==> config.mk <==
export PLATFORM = sky130hd
export DESIGN_NAME = stack_alu_unit
export DESIGN_NICKNAME = d
export VERILOG_FILES = /design/src/rtl/stack_pkg.sv /design/src/rtl/stack_alu.sv /design/src/rtl/stack_alu_unit.sv
export SDC_FILE = /design/constraint.sdc
export NUM_CORES = 1
export LEC_CHECK = 0
export BUFFER_PORTS_ARGS = -buffer_cell sky130_fd_sc_hd__buf_2
export CORE_MARGIN = 10
export CORE_UTILIZATION = 60
export DETAILED_ROUTE_END_ITERATION = 7
export GPL_TIMING_DRIVEN = 0
export HOLD_SLACK_MARGIN = 0.05
export MAX_ROUTING_LAYER = met4
export PLACE_DENSITY = 0.8
export RECOVER_POWER = 50
export SYNTH_ARGS = -nofsm -noshare
export SYNTH_HDL_FRONTEND = slang
export SYNTH_SLANG_ARGS = --single-unit
==> constraint.sdc <==
create_clock -name clk -period 5.39 [get_ports clk]
set_input_delay 0.8085 -clock clk [delete_from_list [all_inputs] [get_ports clk]]
set_output_delay 0.8085 -clock clk [all_outputs]
set_load 0.02 [all_outputs]
==> src/rtl/stack_pkg.sv <==
// ----------------------------------------------------------------------------
// stack_pkg
// Shared types for the stack ALU unit:
//   op_e      - 3-bit command opcode (PUSH/POP/DUP/SWAP/ADD/SUB/AND/NOT)
//   state_e   - control FSM state (IDLE/EXEC)
//   cmd_fault - legality check of an opcode against the current fill level,
//               returning {overflow, underflow}
// ----------------------------------------------------------------------------
package stack_pkg;

   typedef enum logic [2:0] {
      OP_PUSH = 3'd0,
      OP_POP  = 3'd1,
      OP_DUP  = 3'd2,
      OP_SWAP = 3'd3,
      OP_ADD  = 3'd4,
      OP_SUB  = 3'd5,
      OP_AND  = 3'd6,
      OP_NOT  = 3'd7
   } op_e;

   typedef enum logic {
      ST_IDLE = 1'b0,
      ST_EXEC = 1'b1
   } state_e;

   // Returns {ovf, udf}. At most one bit is ever set: a command either needs
   // more free slots than exist or more stored entries than exist.
   function automatic logic [1:0] cmd_fault(op_e op, int unsigned cnt, int unsigned depth);
      logic ovf;
      logic udf;
      ovf = 1'b0;
      udf = 1'b0;
      case (op)
         OP_PUSH: ovf = (cnt >= depth);
         OP_POP,
         OP_NOT:  udf = (cnt < 1);
         OP_DUP: begin
            // An empty stack has nothing to copy; that takes precedence.
            if (cnt < 1)           udf = 1'b1;
            else if (cnt >= depth) ovf = 1'b1;
         end
         default: udf = (cnt < 2);   // SWAP, ADD, SUB, AND
      endcase
      return {ovf, udf};
   endfunction

endpackage

==> src/rtl/stack_alu.sv <==
// ----------------------------------------------------------------------------
// stack_alu
// Combinational datapath for the two-operand and one-operand stack ops.
// Ports:
//   op_i   - opcode (only ADD/SUB/AND/NOT are meaningful)
//   nos_i  - next-on-stack operand
//   tos_i  - top-of-stack operand
//   res_o  - NOS op TOS (or ~TOS for NOT); carry/borrow discarded
// ----------------------------------------------------------------------------
module stack_alu
   import stack_pkg::*;
#(
   parameter int WIDTH = 8
) (
   input  op_e              op_i,
   input  logic [WIDTH-1:0] nos_i,
   input  logic [WIDTH-1:0] tos_i,
   output logic [WIDTH-1:0] res_o
);

   always_comb begin
      res_o = tos_i;
      case (op_i)
         OP_ADD:  res_o = nos_i + tos_i;
         OP_SUB:  res_o = nos_i - tos_i;
         OP_AND:  res_o = nos_i & tos_i;
         OP_NOT:  res_o = ~tos_i;
         default: res_o = tos_i;
      endcase
   end

endmodule

==> src/rtl/stack_alu_unit.sv <==
// ----------------------------------------------------------------------------
// stack_alu_unit
// Small hardware stack with an integrated ALU. Commands are accepted in IDLE
// and executed in the following EXEC cycle; results and the completion pulse
// appear together one clock after accept.
// Ports:
//   clk, rst            - clock; asynchronous active-low reset
//   cmd_valid/cmd_ready - command handshake (ready only in IDLE)
//   cmd_op, cmd_data    - opcode and PUSH operand
//   rsp_valid, rsp_err  - one-cycle completion pulse and reject flag
//   tos, tos_zero       - top of stack (0 when empty) and its zero test
//   count, empty, full  - fill level and its boundaries
//   err_ovf, err_udf    - sticky overflow / underflow flags
//   clr_err             - synchronous clear of the sticky flags
// ----------------------------------------------------------------------------
module stack_alu_unit
   import stack_pkg::*;
#(
   parameter int WIDTH = 8,
   parameter int DEPTH = 8
) (
   input  logic                       clk,
   input  logic                       rst,
   input  logic                       cmd_valid,
   output logic                       cmd_ready,
   input  logic [2:0]                 cmd_op,
   input  logic [WIDTH-1:0]           cmd_data,
   output logic                       rsp_valid,
   output logic                       rsp_err,
   output logic [WIDTH-1:0]           tos,
   output logic                       tos_zero,
   output logic [$clog2(DEPTH+1)-1:0] count,
   output logic                       empty,
   output logic                       full,
   output logic                       err_ovf,
   output logic                       err_udf,
   input  logic                       clr_err
);

   localparam int CW = $clog2(DEPTH+1);
   // The entries below TOS live in DEPTH-1 slots; keep the index at least 1 bit.
   localparam int AW = (DEPTH > 2) ? $clog2(DEPTH-1) : 1;

   state_e           state_q, state_d;
   op_e              op_q, op_d;
   logic [WIDTH-1:0] data_q, data_d;
   logic             ovf_q, ovf_d;       // fault classification taken at accept
   logic             udf_q, udf_d;
   logic [WIDTH-1:0] tos_q, tos_d;
   logic [CW-1:0]    count_q, count_d;
   logic             rsp_valid_q, rsp_valid_d;
   logic             rsp_err_q, rsp_err_d;
   logic             err_ovf_q, err_ovf_d;
   logic             err_udf_q, err_udf_d;

   logic [WIDTH-1:0] stk_q [DEPTH-1];
   logic             stk_we;
   logic [AW-1:0]    stk_widx;
   logic [WIDTH-1:0] stk_wdata;

   logic             accept;
   logic [1:0]       fault;
   logic [AW-1:0]    nos_idx;
   logic [AW-1:0]    free_idx;
   logic [WIDTH-1:0] nos;
   logic [WIDTH-1:0] alu_res;
   logic             exec_set_ovf;
   logic             exec_set_udf;

   assign cmd_ready = (state_q == ST_IDLE);
   assign accept    = cmd_valid && cmd_ready;
   assign fault     = cmd_fault(op_e'(cmd_op), 32'(count_q), DEPTH);

   // With count entries stored, slot count-2 holds NOS and slot count-1 is
   // where the old TOS goes when a new value is pushed over it.
   assign nos_idx  = AW'(count_q) - AW'(2);
   assign free_idx = AW'(count_q) - AW'(1);
   assign nos      = stk_q[nos_idx];

   stack_alu #(.WIDTH(WIDTH)) u_alu (
      .op_i  (op_q),
      .nos_i (nos),
      .tos_i (tos_q),
      .res_o (alu_res)
   );

   always_comb begin
      state_d      = state_q;
      op_d         = op_q;
      data_d       = data_q;
      ovf_d        = ovf_q;
      udf_d        = udf_q;
      tos_d        = tos_q;
      count_d      = count_q;
      rsp_valid_d  = 1'b0;
      rsp_err_d    = 1'b0;
      stk_we       = 1'b0;
      stk_widx     = free_idx;
      stk_wdata    = tos_q;
      exec_set_ovf = 1'b0;
      exec_set_udf = 1'b0;

      case (state_q)
         ST_IDLE: begin
            if (accept) begin
               op_d    = op_e'(cmd_op);
               data_d  = cmd_data;
               ovf_d   = fault[1];
               udf_d   = fault[0];
               state_d = ST_EXEC;
            end
         end
         ST_EXEC: begin
            state_d      = ST_IDLE;
            rsp_valid_d  = 1'b1;
            rsp_err_d    = ovf_q | udf_q;
            exec_set_ovf = ovf_q;
            exec_set_udf = udf_q;
            if (!(ovf_q || udf_q)) begin
               case (op_q)
                  OP_PUSH: begin
                     stk_we  = (count_q != '0);   // nothing to save under an empty top
                     tos_d   = data_q;
                     count_d = count_q + CW'(1);
                  end
                  OP_POP: begin
                     tos_d   = nos;
                     count_d = count_q - CW'(1);
                  end
                  OP_DUP: begin
                     stk_we  = 1'b1;
                     count_d = count_q + CW'(1);
                  end
                  OP_SWAP: begin
                     stk_we   = 1'b1;
                     stk_widx = nos_idx;
                     tos_d    = nos;
                  end
                  OP_NOT: begin
                     tos_d = alu_res;
                  end
                  default: begin                 // ADD, SUB, AND
                     tos_d   = alu_res;
                     count_d = count_q - CW'(1);
                  end
               endcase
            end
            // An empty stack always reads back 0, whatever the slot held.
            if (count_d == '0) tos_d = '0;
         end
         default: state_d = ST_IDLE;
      endcase

      // A fault being recorded this cycle beats a simultaneous clear.
      err_ovf_d = exec_set_ovf | (err_ovf_q & ~clr_err);
      err_udf_d = exec_set_udf | (err_udf_q & ~clr_err);
   end

   always_ff @(posedge clk or negedge rst) begin
      if (!rst) begin
         state_q     <= ST_IDLE;
         op_q        <= OP_PUSH;
         data_q      <= '0;
         ovf_q       <= 1'b0;
         udf_q       <= 1'b0;
         tos_q       <= '0;
         count_q     <= '0;
         rsp_valid_q <= 1'b0;
         rsp_err_q   <= 1'b0;
         err_ovf_q   <= 1'b0;
         err_udf_q   <= 1'b0;
      end else begin
         state_q     <= state_d;
         op_q        <= op_d;
         data_q      <= data_d;
         ovf_q       <= ovf_d;
         udf_q       <= udf_d;
         tos_q       <= tos_d;
         count_q     <= count_d;
         rsp_valid_q <= rsp_valid_d;
         rsp_err_q   <= rsp_err_d;
         err_ovf_q   <= err_ovf_d;
         err_udf_q   <= err_udf_d;
      end
   end

   // Storage is not reset; writes only happen from EXEC, and reset forces
   // IDLE, so an abandoned command can never disturb it.
   always_ff @(posedge clk) begin
      if (stk_we) stk_q[stk_widx] <= stk_wdata;
   end

   assign rsp_valid = rsp_valid_q;
   assign rsp_err   = rsp_err_q;
   assign tos       = tos_q;
   assign tos_zero  = (tos_q == '0);
   assign count     = count_q;
   assign empty     = (count_q == '0);
   assign full      = (count_q == CW'(DEPTH));
   assign err_ovf   = err_ovf_q;
   assign err_udf   = err_udf_q;

endmodule

==> reports/qor.csv, run 1 <==
stage,metric,value,unit
synthesis,Yosys cell types,60,
global_routing,initial antenna violation count,0,
sta,final worst path period share,90.8,%
synthesis,prevailing post-synth register cell,edfxtp_1,
setup_path,required time of the critical path,5.62,ns
global_routing,GRT Residual Overflow,0,
die,Die Span Y,108,µm
clock_tree,clk slew on worst S/H paths,0.09,ns
setup_path,r2r setup slk,0.49,ns
synthesis,"FF+latch count, synth",86,
clock_tree,CTS root buf,clkbuf_8,
placement,number of port buffers,34,
die,die area,11600,µm²
job,max-cap violations,1,
power,total power draw,3.48,mW
setup_path,crit-path cells,clkbuf_1 -> clkbuf_2 -> inv_1 -> ha_1 -> buf_1 -> buf_2 -> o21ai_0 -> o21ai_0 -> inv_1 -> ha_1 -> fa_1 -> nor2b_1 -> o31ai_1 -> a21boi_0 -> a211oi_1 -> nor2_1 -> a32o_1,
synthesis,"Seq/Total Area, Yosys",52.7,%
power,"IR drop worst, VDD",0.000582,V
synthesis,Post-Syn Instances,431,
global_routing,largest net degree at the start of global routing,31,
sta,Finish-stage setup viols,0,
routing,Residual DRC,0,
final_layout,Final Net Count,506,
placement,routability cong.,0.940,
setup_path,crit-path max FO,10,
sta,Period minus WS final,4.90,ns
sta,Tightest Pin Transition,1.62,ns
routing,vias,3593,
die,Die W,108,µm
routing,Post-Route WL,11300,µm
sta,RSZ-0062 raised after global routing,false,
setup_path,Worst setup SP type,register,
setup_path,CP endpoint kind,register,
clock_tree,H-tree depth,3,
final_layout,layout cells sized above 1,13.1,%
routing,DR WL/cell,19.6,µm
routing,Starting DRT DRC Count,354,
power,power share of the combinational group,58.5,%
power,Sw Pwr,1.61,mW
setup_path,crit path DAT,5.13,ns
setup_path,CP Launch Point,count[1]$_DFFE_PN0P_,
setup_path,worst path bufs/invs,6,
setup_path,worst reg2reg path depth,17,
die,core area,7370,µm²
synthesis,top cell type's share of synthesized area,36.4,%
routing,drt pass-1 iters,5,
synthesis,Area contributors post-synth,"edfxtp_1, dfrtp_1, nand2_1, mux2i_1, ha_1",
final_layout,"Core Util, Final",69.2,%
power,clock power share,12.7,%
die,starting density of the core,62.7,%
clock_tree,Worst-Skew Late Latency,0.35,ns
synthesis,asr flop ratio synth,34.9,%
final_layout,register area,2430,µm²
placement,Final HPWL DP,8080,µm
final_layout,"Design Area, Final",5100,µm²
power,P_int,1.87,mW
synthesis,Synth Warn #,0,
clock_tree,TritonCTS Buffers,9,
worst_hold_path,Hold/Removal Path Class,reg -> reg,
die,# rows,31,
setup_path,RR Startpoint,count[1]$_DFFE_PN0P_,
synthesis,area of the mapped netlist,4620,µm²
setup_path,slowest library cell on the worst path,clkbuf_1,
sta,relative slew slack,-7.91,%
synthesis,cell accounting for the most synthesized area,edfxtp_1,
setup_path,WP depth,17,
global_routing,first-pass GRT wire length,18500,µm
setup_path,reg-to-reg endpoint,tos[4]$_DFFE_PN0P_,
synthesis,syn_nets,461,
setup_path,WS Path Type,reg -> reg,
sta,maximum clock frequency,204,MHz
final_layout,ant diodes,0,
routing,Post-DRT Antenna Nets,0,
final_layout,fill count,561,
clock_tree,TritonCTS clock tree,built,
clock_tree,Longest Clk Path Bufs,2,
power,static leakage,2.05,nW
sta,"Slew Viols, Final",31,
setup_path,max incr delay on CP,0.43,ns
global_routing,Total Routing Usage GR,20.7,%
run_status,failing checks,"max-capacitance violations, max-slew violations",
setup_path,CP top delay family,buffers and inverters,
global_routing,vias in the first global route,3578,
die,Top Ports,35,
clock_tree,TritonCTS Sinks,86,
run_status,status,"finished, violations left",
sta,Setup Skew,0.0126,ns
setup_path,CP endpoint,tos[4]$_DFFE_PN0P_,
power,Power Density,683,nW/µm²
power,sequential power share,28.8,%
sta,final hold vios,0,
routing,vias per cell,6.21,
final_layout,Area Growth Syn to Fin,10.4,%
sta,setup TNS,0,ns
synthesis,Mapped Avg Cell Area,10.7,µm²
power,switching share of power,46.4,%
synthesis,Post-synth EDFFs,56,
placement,dpl cell area,4910,µm²
final_layout,Multi-input gate area,2020,µm²
[power by group through the flow]
stage	combinational (mW)	clock (mW)	sequential, mW
detailed placement	1.99	0	1.01
CTS	2.01	0.441	1.00
global route	2.24	0.473	1.02
floorplan	1.47	0	1.01
global placement	1.93	0	1.00
finish	2.04	0.441	1.00
[tightest hold or removal path: stages, from the launching register on]
cell and delay, ns:
dfrtp_1 0.35, nand2_1 0.05, nand2_1 0.06
[sequential cells by signal, summed over array words and instances, names as in the netlist]
name / count
rsp_err: 1
stk_q: 56
op_q: 3
rsp_valid: 1
state_q: 1
udf_q: 1
data_q: 8
ovf_q: 1
err_ovf: 1
err_udf: 1
count: 4
tos: 8
[worst min-delay path by stage]
stage	start	to	slack, ns	cells after the start
floorplan	data_q[2]$_DFFE_PN0P_	data_q[2]$_DFFE_PN0P_	0.44	2
global placement	data_q[2]$_DFFE_PN0P_	data_q[2]$_DFFE_PN0P_	0.46	2
detailed placement	data_q[5]$_DFFE_PN0P_	data_q[5]$_DFFE_PN0P_	0.46	2
CTS	data_q[5]$_DFFE_PN0P_	data_q[5]$_DFFE_PN0P_	0.48	2
global route	data_q[2]$_DFFE_PN0P_	data_q[2]$_DFFE_PN0P_	0.50	2
finish	data_q[5]$_DFFE_PN0P_	data_q[5]$_DFFE_PN0P_	0.48	2
[cells by family (layout without fill, tap and decap cells)]
group           count (synthesis)  count (layout)  share of synthesized area [%]
fa+ha+maj                      15              15                           4.23
xor+xnor                       16              16                           3.03
simple gates                  143             143                           13.8
buf+inv                        39              88                           3.66
flops                          86              86                           52.7
mux                            27              27                           7.21
compound gates                105             105                           15.4
[metrics by stage]
stage	hold WS [ns]	worst slack, ns	cells
2_1_floorplan	0.440	1.33	431
3_3_place_gp	0.462	0.515	564
3_5_place_dp	0.459	0.406	564
4_1_cts	0.479	0.340	579
5_1_grt	0.500	0.0915	579
6_report	0.478	0.495	579
[per-layer routing]
layer  global-route usage [%]  vias to the layer above  wire [µm]
met4                     6.39                        0        218
met5                        -                        -          0
li1                         -                     1676          -
met1                     26.4                     1744       4750
met3                     4.67                       21        947
met2                     32.0                      152       5440
[area by class of cell]
class / count / share of cell area, %
Inverter: 17 / 1.25
Clock inverter: 5 / 1.15
Multi-Input combinational cell: 306 / 39.7
Clock buffer: 10 / 2.50
Timing Repair Buffer: 34 / 3.31
Buffer: 22 / 1.99
Tap cell: 99 / 2.43
Sequential cell: 86 / 47.7
[repair_timing]
action / CTS / global route
gates resized for setup: 0 / 2
hold endpoints to repair: 0 / 0
endpoints found under the setup margin: 0 / 2
buffers inserted: 0 / 0
hold buffers: 0 / 0
[cell usage in the layout, fill, tap and decap left out, drive strengths merged, types with 4 or more instances in the layout]
cell type  instances
nor2              36
a211oi             8
mux4               4
nand2             65
nand2b             9
mux2i             19
nand3              7
o31ai              6
nor3               9
mux2               4
a21oi             20
xnor2             13
ha                14
o22ai              6
dfrtp             30
inv               18
clkbuf            25
a32o               7
edfxtp            56
buf               41
o21ai             26
[synthesized netlist by cell type (6+ instances only)]
| master | instances |
|---|---|
| nor3_1 | 8 |
| xnor2_1 | 13 |
| clkbuf_1 | 12 |
| edfxtp_1 | 56 |
| a21oi_1 | 18 |
| nand3_1 | 7 |
| mux2i_1 | 19 |
| ha_1 | 14 |
| a32o_1 | 7 |
| o31ai_1 | 6 |
| inv_1 | 17 |
| nand2b_1 | 9 |
| dfrtp_1 | 30 |
| a211oi_1 | 8 |
| o22ai_1 | 6 |
| o21ai_0 | 25 |
| nor2_1 | 36 |
| nand2_1 | 65 |
Power figures use the tool's default switching activity.
==> run 2, diff against run 1 <==
--- a/config.mk
+++ b/config.mk
@@ -11,9 +11,9 @@
 export DETAILED_ROUTE_END_ITERATION = 7
 export GPL_TIMING_DRIVEN = 0
 export HOLD_SLACK_MARGIN = 0.05
-export MAX_ROUTING_LAYER = met4
 export PLACE_DENSITY = 0.8
 export RECOVER_POWER = 50
+export SETUP_SLACK_MARGIN = 0.15
 export SYNTH_ARGS = -nofsm -noshare
 export SYNTH_HDL_FRONTEND = slang
 export SYNTH_SLANG_ARGS = --single-unit
==> reports/qor.csv, run 2 (synthesized netlist as in run 1, its figures left out) <==
stage,metric,value,unit,change
final_layout,number of flip-flops in the largest register,56,,unchanged
clock_tree,H-tree depth,3,,unchanged
die,# rows,31,,unchanged
sta,final hold vios,0,,unchanged
placement,number of port buffers,34,,unchanged
power,Power Density,694,nW/µm²,+1.6%
power,static leakage,2.07,nW,+1.0%
global_routing,largest net degree at the start of global routing,31,,unchanged
sta,"Slew Viols, Final",31,,unchanged
setup_path,CP endpoint kind,register,,
setup_path,slowest library cell on the worst path,clkbuf_1,,
job,max-cap violations,1,,unchanged
die,core area,7370,µm²,unchanged
routing,Post-DRT Antenna Nets,0,,unchanged
routing,vias,3667,,+2.1%
final_layout,"commonest non-fill, non-tap cell in the layout",nand2_1,,
sta,Finish-stage setup viols,0,,unchanged
routing,drt pass-1 iters,5,,unchanged
final_layout,Final Net Count,506,,unchanged
global_routing,initial antenna violation count,0,,unchanged
clock_tree,post_cts resized,0,,unchanged
die,Top Ports,35,,unchanged
sta,final worst path period share,90.1,%,-0.72 points
setup_path,Worst setup SP type,register,,
final_layout,fill count,553,,-1.4%
sta,maximum clock frequency,206,MHz,+0.80%
final_layout,layout cells sized above 1,13.5,%,+0.39 points
clock_tree,TritonCTS Sinks,86,,unchanged
setup_path,crit-path max FO,10,,unchanged
setup_path,crit path DAT,5.15,ns,+0.02 ns
routing,Starting DRT DRC Count,417,,+18%
setup_path,Worst path most repeated cell,ha_1,,
sta,Setup Skew,0.00672,ns,-0.00591 ns
die,Die Span Y,108,µm,unchanged
setup_path,crit-path cells,clkbuf_1 -> clkbuf_2 -> inv_1 -> ha_1 -> buf_1 -> buf_2 -> nand2_1 -> o211ai_1 -> o221ai_1 -> ha_1 -> nor2b_1 -> o31ai_1 -> a21boi_0 -> o22ai_1 -> a22oi_1 -> a32o_1,,
setup_path,CP top delay family,buffers and inverters,,
sta,Period minus WS final,4.86,ns,-0.0388 ns
setup_path,worst path bufs/invs,5,,-1
final_layout,ant diodes,0,,unchanged
placement,Final HPWL DP,8300,µm,+2.7%
power,"IR drop worst, VDD",0.000693,V,+19%
final_layout,register area,2430,µm²,unchanged
die,starting density of the core,62.7,%,unchanged
routing,Residual DRC,0,,unchanged
sta,Tightest Pin Transition,1.61,ns,-0.00583 ns
run_status,failing checks,"max-capacitance violations, max-slew violations",,
clock_tree,CTS root buf,clkbuf_8,,
worst_hold_path,Hold/Removal Path Class,reg -> reg,,
setup_path,WS Path Type,reg -> reg,,
routing,DR WL/cell,19.9,µm,+1.4%
die,Die W,108,µm,unchanged
clock_tree,TritonCTS Buffers,9,,unchanged
routing,vias per cell,6.32,,+1.9%
final_layout,Multi-input gate area,2020,µm²,-0.25%
die,die area,11600,µm²,unchanged
final_layout,"Core Util, Final",69.7,%,+0.51 points
clock_tree,Longest Clk Path Bufs,2,,unchanged
routing,Post-Route WL,11500,µm,+1.5%
sta,relative slew slack,-7.52,%,+0.39 points
setup_path,required time of the critical path,5.68,ns,+0.06 ns
global_routing,first-pass GRT wire length,18500,µm,+0.18%
placement,routability cong.,0.930,,-1.1%
clock_tree,# Post-CTS Setup Buffers,0,,unchanged
global_routing,GRT Residual Overflow,0,,unchanged
global_routing,vias in the first global route,3488,,-2.5%
final_layout,Area Growth Syn to Fin,11.2,%,
final_layout,"commonest non-fill, non-tap cells in the layout","nand2_1, edfxtp_1, nor2_1",,
run_status,status,"finished, violations left",,
sta,RSZ-0062 raised after global routing,false,,
clock_tree,Worst-Skew Late Latency,0.35,ns,about the same
clock_tree,CTS Hold Bufs,0,,unchanged
sta,setup TNS,0,ns,unchanged
clock_tree,clk slew on worst S/H paths,0.09,ns,about the same
global_routing,Total Routing Usage GR,20.4,%,-0.25 points
clock_tree,TritonCTS clock tree,built,,
setup_path,max incr delay on CP,0.44,ns,about the same
final_layout,"Most flops, register",stk_q,,
sta,Fin Hold WS,0.486,ns,+0.00743 ns
-- run 2: changes by cell type in the layout (fill, tap and decap cells not counted), sizes merged --
cell and change:
clkbuf -1, bufinv +1, inv +1
-- run 2: power breakdown --
part | total, mW | leakage [nW] | switching, mW | internal (mW)
Clock | 0.513 | 0.112 | 0.246 | 0.267
Combinational | 2.05 | 1.07 | 1.24 | 0.805
Sequential | 1.00 | 0.889 | 0.154 | 0.850
Total | 3.56 | 2.07 | 1.64 | 1.92
-- run 2: metal layers --
metal | share of wire, % | vias to the layer above | track usage, %
li1 | - | 1681 | -
met1 | 40 | 1774 | 26.4
met2 | 49 | 188 | 33.4
met3 | 8.5 | 24 | 3.77
met4 | 1.8 | 0 | 7.35
met5 | 0 | - | 0
-- run 2: cell type report --
| cell class | count | share of cell area (%) |
|---|---|---|
| clock inverter | 7 | 2.05 |
| clock buffer | 9 | 2.41 |
| sequential | 86 | 47.4 |
| timing repair buffer | 34 | 3.29 |
| inverter | 17 | 1.24 |
| multi-input combinational | 306 | 39.3 |
| tap | 99 | 2.41 |
| buffer | 22 | 1.97 |
-- run 2: tightest hold or removal path: cells and delay by family (launching register included) --
kind,cells,cell delay (ns)
flip-flops,1,0.36
AND/OR/NAND/NOR,2,0.10
-- run 2: final timing paths --
kind	to	cells past startpoint	start	slack, ns
max	tos[4]$_DFFE_PN0P_	16	count[1]$_DFFE_PN0P_	0.53
min	data_q[5]$_DFFE_PN0P_	2	data_q[5]$_DFFE_PN0P_	0.49
max reg2reg	tos[4]$_DFFE_PN0P_	16	count[1]$_DFFE_PN0P_	0.53
min reg2reg	data_q[5]$_DFFE_PN0P_	2	data_q[5]$_DFFE_PN0P_	0.49
max in group asynchronous	tos[3]$_DFFE_PN0P_	1	rst	3.61
min in group asynchronous	err_ovf$_DFF_PN0_	1	rst	0.85
-- run 2: metrics by stage --
stage	power [mW]	cell area [µm²]	std cells	setup WS [ns]
finish	3.56	5140	580	0.533
global route	3.82	5140	580	0.162
CTS	3.54	5140	580	0.460
detailed placement	3.03	4910	564	0.457
global placement	2.92	4910	564	0.574
floorplan	2.48	4620	431	1.33
==> run 3, diff against run 2 <==
--- a/config.mk
+++ b/config.mk
@@ -6,14 +6,16 @@
 export NUM_CORES = 1
 export LEC_CHECK = 0
 export BUFFER_PORTS_ARGS = -buffer_cell sky130_fd_sc_hd__buf_2
+export CORE_ASPECT_RATIO = 0.8
 export CORE_MARGIN = 10
 export CORE_UTILIZATION = 60
 export DETAILED_ROUTE_END_ITERATION = 7
 export GPL_TIMING_DRIVEN = 0
 export HOLD_SLACK_MARGIN = 0.05
-export PLACE_DENSITY = 0.8
+export PLACE_DENSITY = 0.79
 export RECOVER_POWER = 50
 export SETUP_SLACK_MARGIN = 0.15
 export SYNTH_ARGS = -nofsm -noshare
 export SYNTH_HDL_FRONTEND = slang
+export SYNTH_HIERARCHICAL = 1
 export SYNTH_SLANG_ARGS = --single-unit
==> reports/qor.csv, run 3 <==
stage,metric,value,unit,change
clock_tree,CTS Hold Bufs,0,,unchanged
clock_tree,TritonCTS clock tree,built,,
final_layout,"Most flops, register",stk_q,,
die,starting density of the core,62.9,%,+0.21 points
synthesis,top cell type's share of synthesized area,35.5,%,-0.90 points
synthesis,Mapped Avg Cell Area,11.4,µm²,+6.0%
final_layout,Area Growth Syn to Fin,10.5,%,
placement,Final HPWL DP,7870,µm,-5.2%
synthesis,Yosys cell types,56,,-6.7%
routing,Post-Route WL,11100,µm,-3.7%
power,"IR drop worst, VDD",0.000343,V,-51%
final_layout,Final Net Count,494,,-2.4%
clock_tree,clk slew on worst S/H paths,0.09,ns,about the same
setup_path,slowest library cell on the worst path,fa_1,,
setup_path,crit path DAT,4.95,ns,-0.20 ns
final_layout,"commonest non-fill, non-tap cells in the layout","edfxtp_1, nand2_1, buf_2",,
synthesis,Post-synth EDFFs,56,,unchanged
setup_path,RR Startpoint,count[2]$_DFFE_PN0P_,,
global_routing,initial antenna violation count,0,,unchanged
power,static leakage,2.13,nW,+2.6%
sta,Finish-stage setup viols,0,,unchanged
clock_tree,CTS root buf,clkbuf_8,,
sta,RSZ-0062 raised after global routing,false,,
routing,Starting DRT DRC Count,242,,-42%
clock_tree,post_cts resized,0,,unchanged
clock_tree,Longest Clk Path Bufs,2,,unchanged
die,# rows,28,,-9.7%
setup_path,reg-to-reg endpoint,tos[6]$_DFFE_PN0P_,,
global_routing,grt met2 use,29.9,%,-3.5 points
die,Die Span Y,99.5,µm,-7.7%
global_routing,met1 Resource Use GR,25.1,%,-1.3 points
placement,routability cong.,0.912,,-2.0%
final_layout,fill count,550,,-0.54%
sta,Tightest Pin Transition,1.64,ns,+0.0225 ns
global_routing,GRT Residual Overflow,0,,unchanged
routing,vias,3477,,-5.2%
setup_path,max incr delay on CP,0.48,ns,+0.04 ns
global_routing,Total Routing Usage GR,18.9,%,-1.5 points
worst_hold_path,hold path endpoint,rsp_valid$_DFF_PN0_,,
placement,dpl cell area,5040,µm²,+2.5%
sta,Period minus WS final,4.70,ns,-0.157 ns
sta,setup TNS,0,ns,unchanged
die,Top Ports,35,,unchanged
final_layout,ant diodes,0,,unchanged
synthesis,Post-Syn Instances,417,,-3.2%
sta,relative slew slack,-9.02,%,-1.5 points
run_status,failing checks,"max-capacitance violations, max-slew violations",,
job,max-cap violations,1,,unchanged
global_routing,first-pass GRT wire length,18000,µm,-2.7%
global_routing,vias in the first global route,3530,,+1.2%
run_status,status,"finished, violations left",,
placement,number of port buffers,34,,unchanged
final_layout,"Design Area, Final",5230,µm²,+1.9%
routing,DR WL/cell,19.4,µm,-2.5%
sta,final hold vios,0,,unchanged
worst_hold_path,HP Start,state_q$_DFF_PN0_,,
routing,Residual DRC,0,,unchanged
setup_path,crit-path max FO,10,,unchanged
routing,drt pass-1 iters,5,,unchanged
synthesis,prevailing post-synth register cell,edfxtp_1,,
synthesis,top post-synthesis cells by count,"edfxtp_1, nand2_1, dfrtp_1, inv_1, nor2_1",,
die,core area,7530,µm²,+2.2%
setup_path,Worst setup SP type,register,,
synthesis,Synth Warn #,6,,+6
clock_tree,TritonCTS Sinks,86,,unchanged
setup_path,CP endpoint kind,register,,
sta,maximum clock frequency,213,MHz,+3.4%
global_routing,largest net degree at the start of global routing,31,,unchanged
clock_tree,H-tree depth,3,,unchanged
routing,Post-DRT Antenna Nets,0,,unchanged
synthesis,"Seq/Total Area, Yosys",51.4,%,-1.3 points
clock_tree,TritonCTS Buffers,9,,unchanged
global_routing,grt met3 use,4.86,%,+1.1 points
synthesis,asr flop ratio synth,34.9,%,unchanged
die,Die W,119,µm,+11%
worst_hold_path,Worst Hold Depth,0,,-2
power,Power Density,659,nW/µm²,-5.0%
setup_path,crit-path cells,clkbuf_1 -> inv_2 -> ha_1 -> clkbuf_1 -> buf_1 -> mux4_2 -> a21oi_1 -> inv_1 -> fa_1 -> a21o_1 -> a21o_1 -> a21oi_1 -> mux2i_1 -> nand3_1 -> inv_1 -> o221ai_1 -> a22o_1,,
setup_path,required time of the critical path,5.64,ns,-0.04 ns
synthesis,syn_nets,448,,-2.8%
final_layout,number of flip-flops in the largest register,56,,unchanged
synthesis,Area contributors post-synth,"edfxtp_1, dfrtp_1, nand2_1, ha_1, mux4_2",,
power,total power draw,3.45,mW,-3.2%
clock_tree,Worst-Skew Late Latency,0.36,ns,about the same
sta,"Slew Viols, Final",31,,unchanged
global_routing,grt peak-use layer,met2,,
synthesis,most common cell in the netlist,edfxtp_1,,
worst_hold_path,Hold/Removal Path Class,reg -> reg,,
setup_path,worst reg2reg path depth,17,,+1
sta,final worst path period share,87.2,%,-2.9 points
clock_tree,# Post-CTS Setup Buffers,0,,unchanged
setup_path,WS Path Type,reg -> reg,,
setup_path,r2r setup slk,0.69,ns,+0.16 ns
synthesis,area of the mapped netlist,4740,µm²,+2.5%
sta,Setup Skew,0.0139,ns,+0.00721 ns
final_layout,"commonest non-fill, non-tap cell in the layout",edfxtp_1,,
synthesis,cell accounting for the most synthesized area,edfxtp_1,,
routing,vias per cell,6.07,,-4.0%
synthesis,"FF+latch count, synth",86,,unchanged
die,die area,11900,µm²,+2.3%
final_layout,layout cells sized above 1,16.7,%,+3.2 points
run 3: cell types whose count changed in the layout (fill, tap and decap cells not counted), sizes merged, moves of 6 or more:
cell,delta
o221ai,+6
nand2,-12
inv,+12
nor2,-12
nand2b,-8
a32o,-7
a22o,+6
nand3b,+8
a221o,+6
o21ai,-17
run 3: logic make-up after synthesis:
| kind of cell | count (synthesis) | share of synthesized area, % |
|---|---|---|
| AOI/OAI and AO/OA | 90 | 14.5 |
| buffers and inverters | 54 | 5.07 |
| adders and majority gates | 16 | 4.39 |
| xor gates and xnor gates | 18 | 3.49 |
| muxes | 24 | 7.40 |
| DFF | 86 | 51.4 |
| and+or+nand+nor | 129 | 13.8 |
run 3: layer usage:
layer | vias to the layer above | share of wire (%)
met2 | 179 | 46
met5 | - | 0
li1 | 1629 | -
met1 | 1652 | 44
met3 | 17 | 8.5
met4 | 0 | 1.5
run 3: final cells by class:
type | instances | area [µm²] | area share [%]
inverter | 29 | 109 | 2.08
buffer | 25 | 129 | 2.46
tap | 105 | 131 | 2.51
clock inverter | 7 | 71.3 | 1.36
clock buffer | 9 | 124 | 2.37
multi-input combinational | 277 | 2060 | 39.4
sequential | 86 | 2430 | 46.5
timing repair buffer | 35 | 174 | 3.32
run 3: per-stage QoR:
stage | hold slack, ns | worst slack, ns | std cells | utilization, %
after floorplan | 0.349 | 1.39 | 417 | -
final | 0.382 | 0.691 | 573 | 69.5
after global routing | 0.392 | 0.343 | 573 | 69.5
after CTS | 0.375 | 0.693 | 572 | 69.5
after detailed placement | 0.363 | 0.754 | 556 | 66.9
after global placement | 0.355 | 0.844 | 556 | 66.9
run 3: critical path, delay by kind of cell (launching register included):
family,cells,cell delay [ns]
multiplexers,2,0.59
adder cells (fa/ha/maj),2,0.78
AO/OA/AOI/OAI,6,1.19
AND/OR/NAND/NOR,1,0.09
flip-flops,1,0.39
buffers and inverters,6,1.54
run 3: worst max-delay path by stage:
stage / from / end / cells after the start
3_3_place_gp: count[2]$_DFFE_PN0P_ / tos[6]$_DFFE_PN0P_ / 17
5_1_grt: count[2]$_DFFE_PN0P_ / tos[6]$_DFFE_PN0P_ / 17
6_report: count[2]$_DFFE_PN0P_ / tos[6]$_DFFE_PN0P_ / 17
3_5_place_dp: count[2]$_DFFE_PN0P_ / tos[6]$_DFFE_PN0P_ / 17
2_1_floorplan: count[2]$_DFFE_PN0P_ / tos[4]$_DFFE_PN0P_ / 16
4_1_cts: count[2]$_DFFE_PN0P_ / tos[4]$_DFFE_PN0P_ / 16
run 3: where the power goes:
| part | leakage, nW | switching (mW) | internal [mW] |
|---|---|---|---|
| Clock | 0.0953 | 0.238 | 0.215 |
| Combinational | 1.16 | 1.12 | 0.809 |
| Sequential | 0.873 | 0.201 | 0.866 |
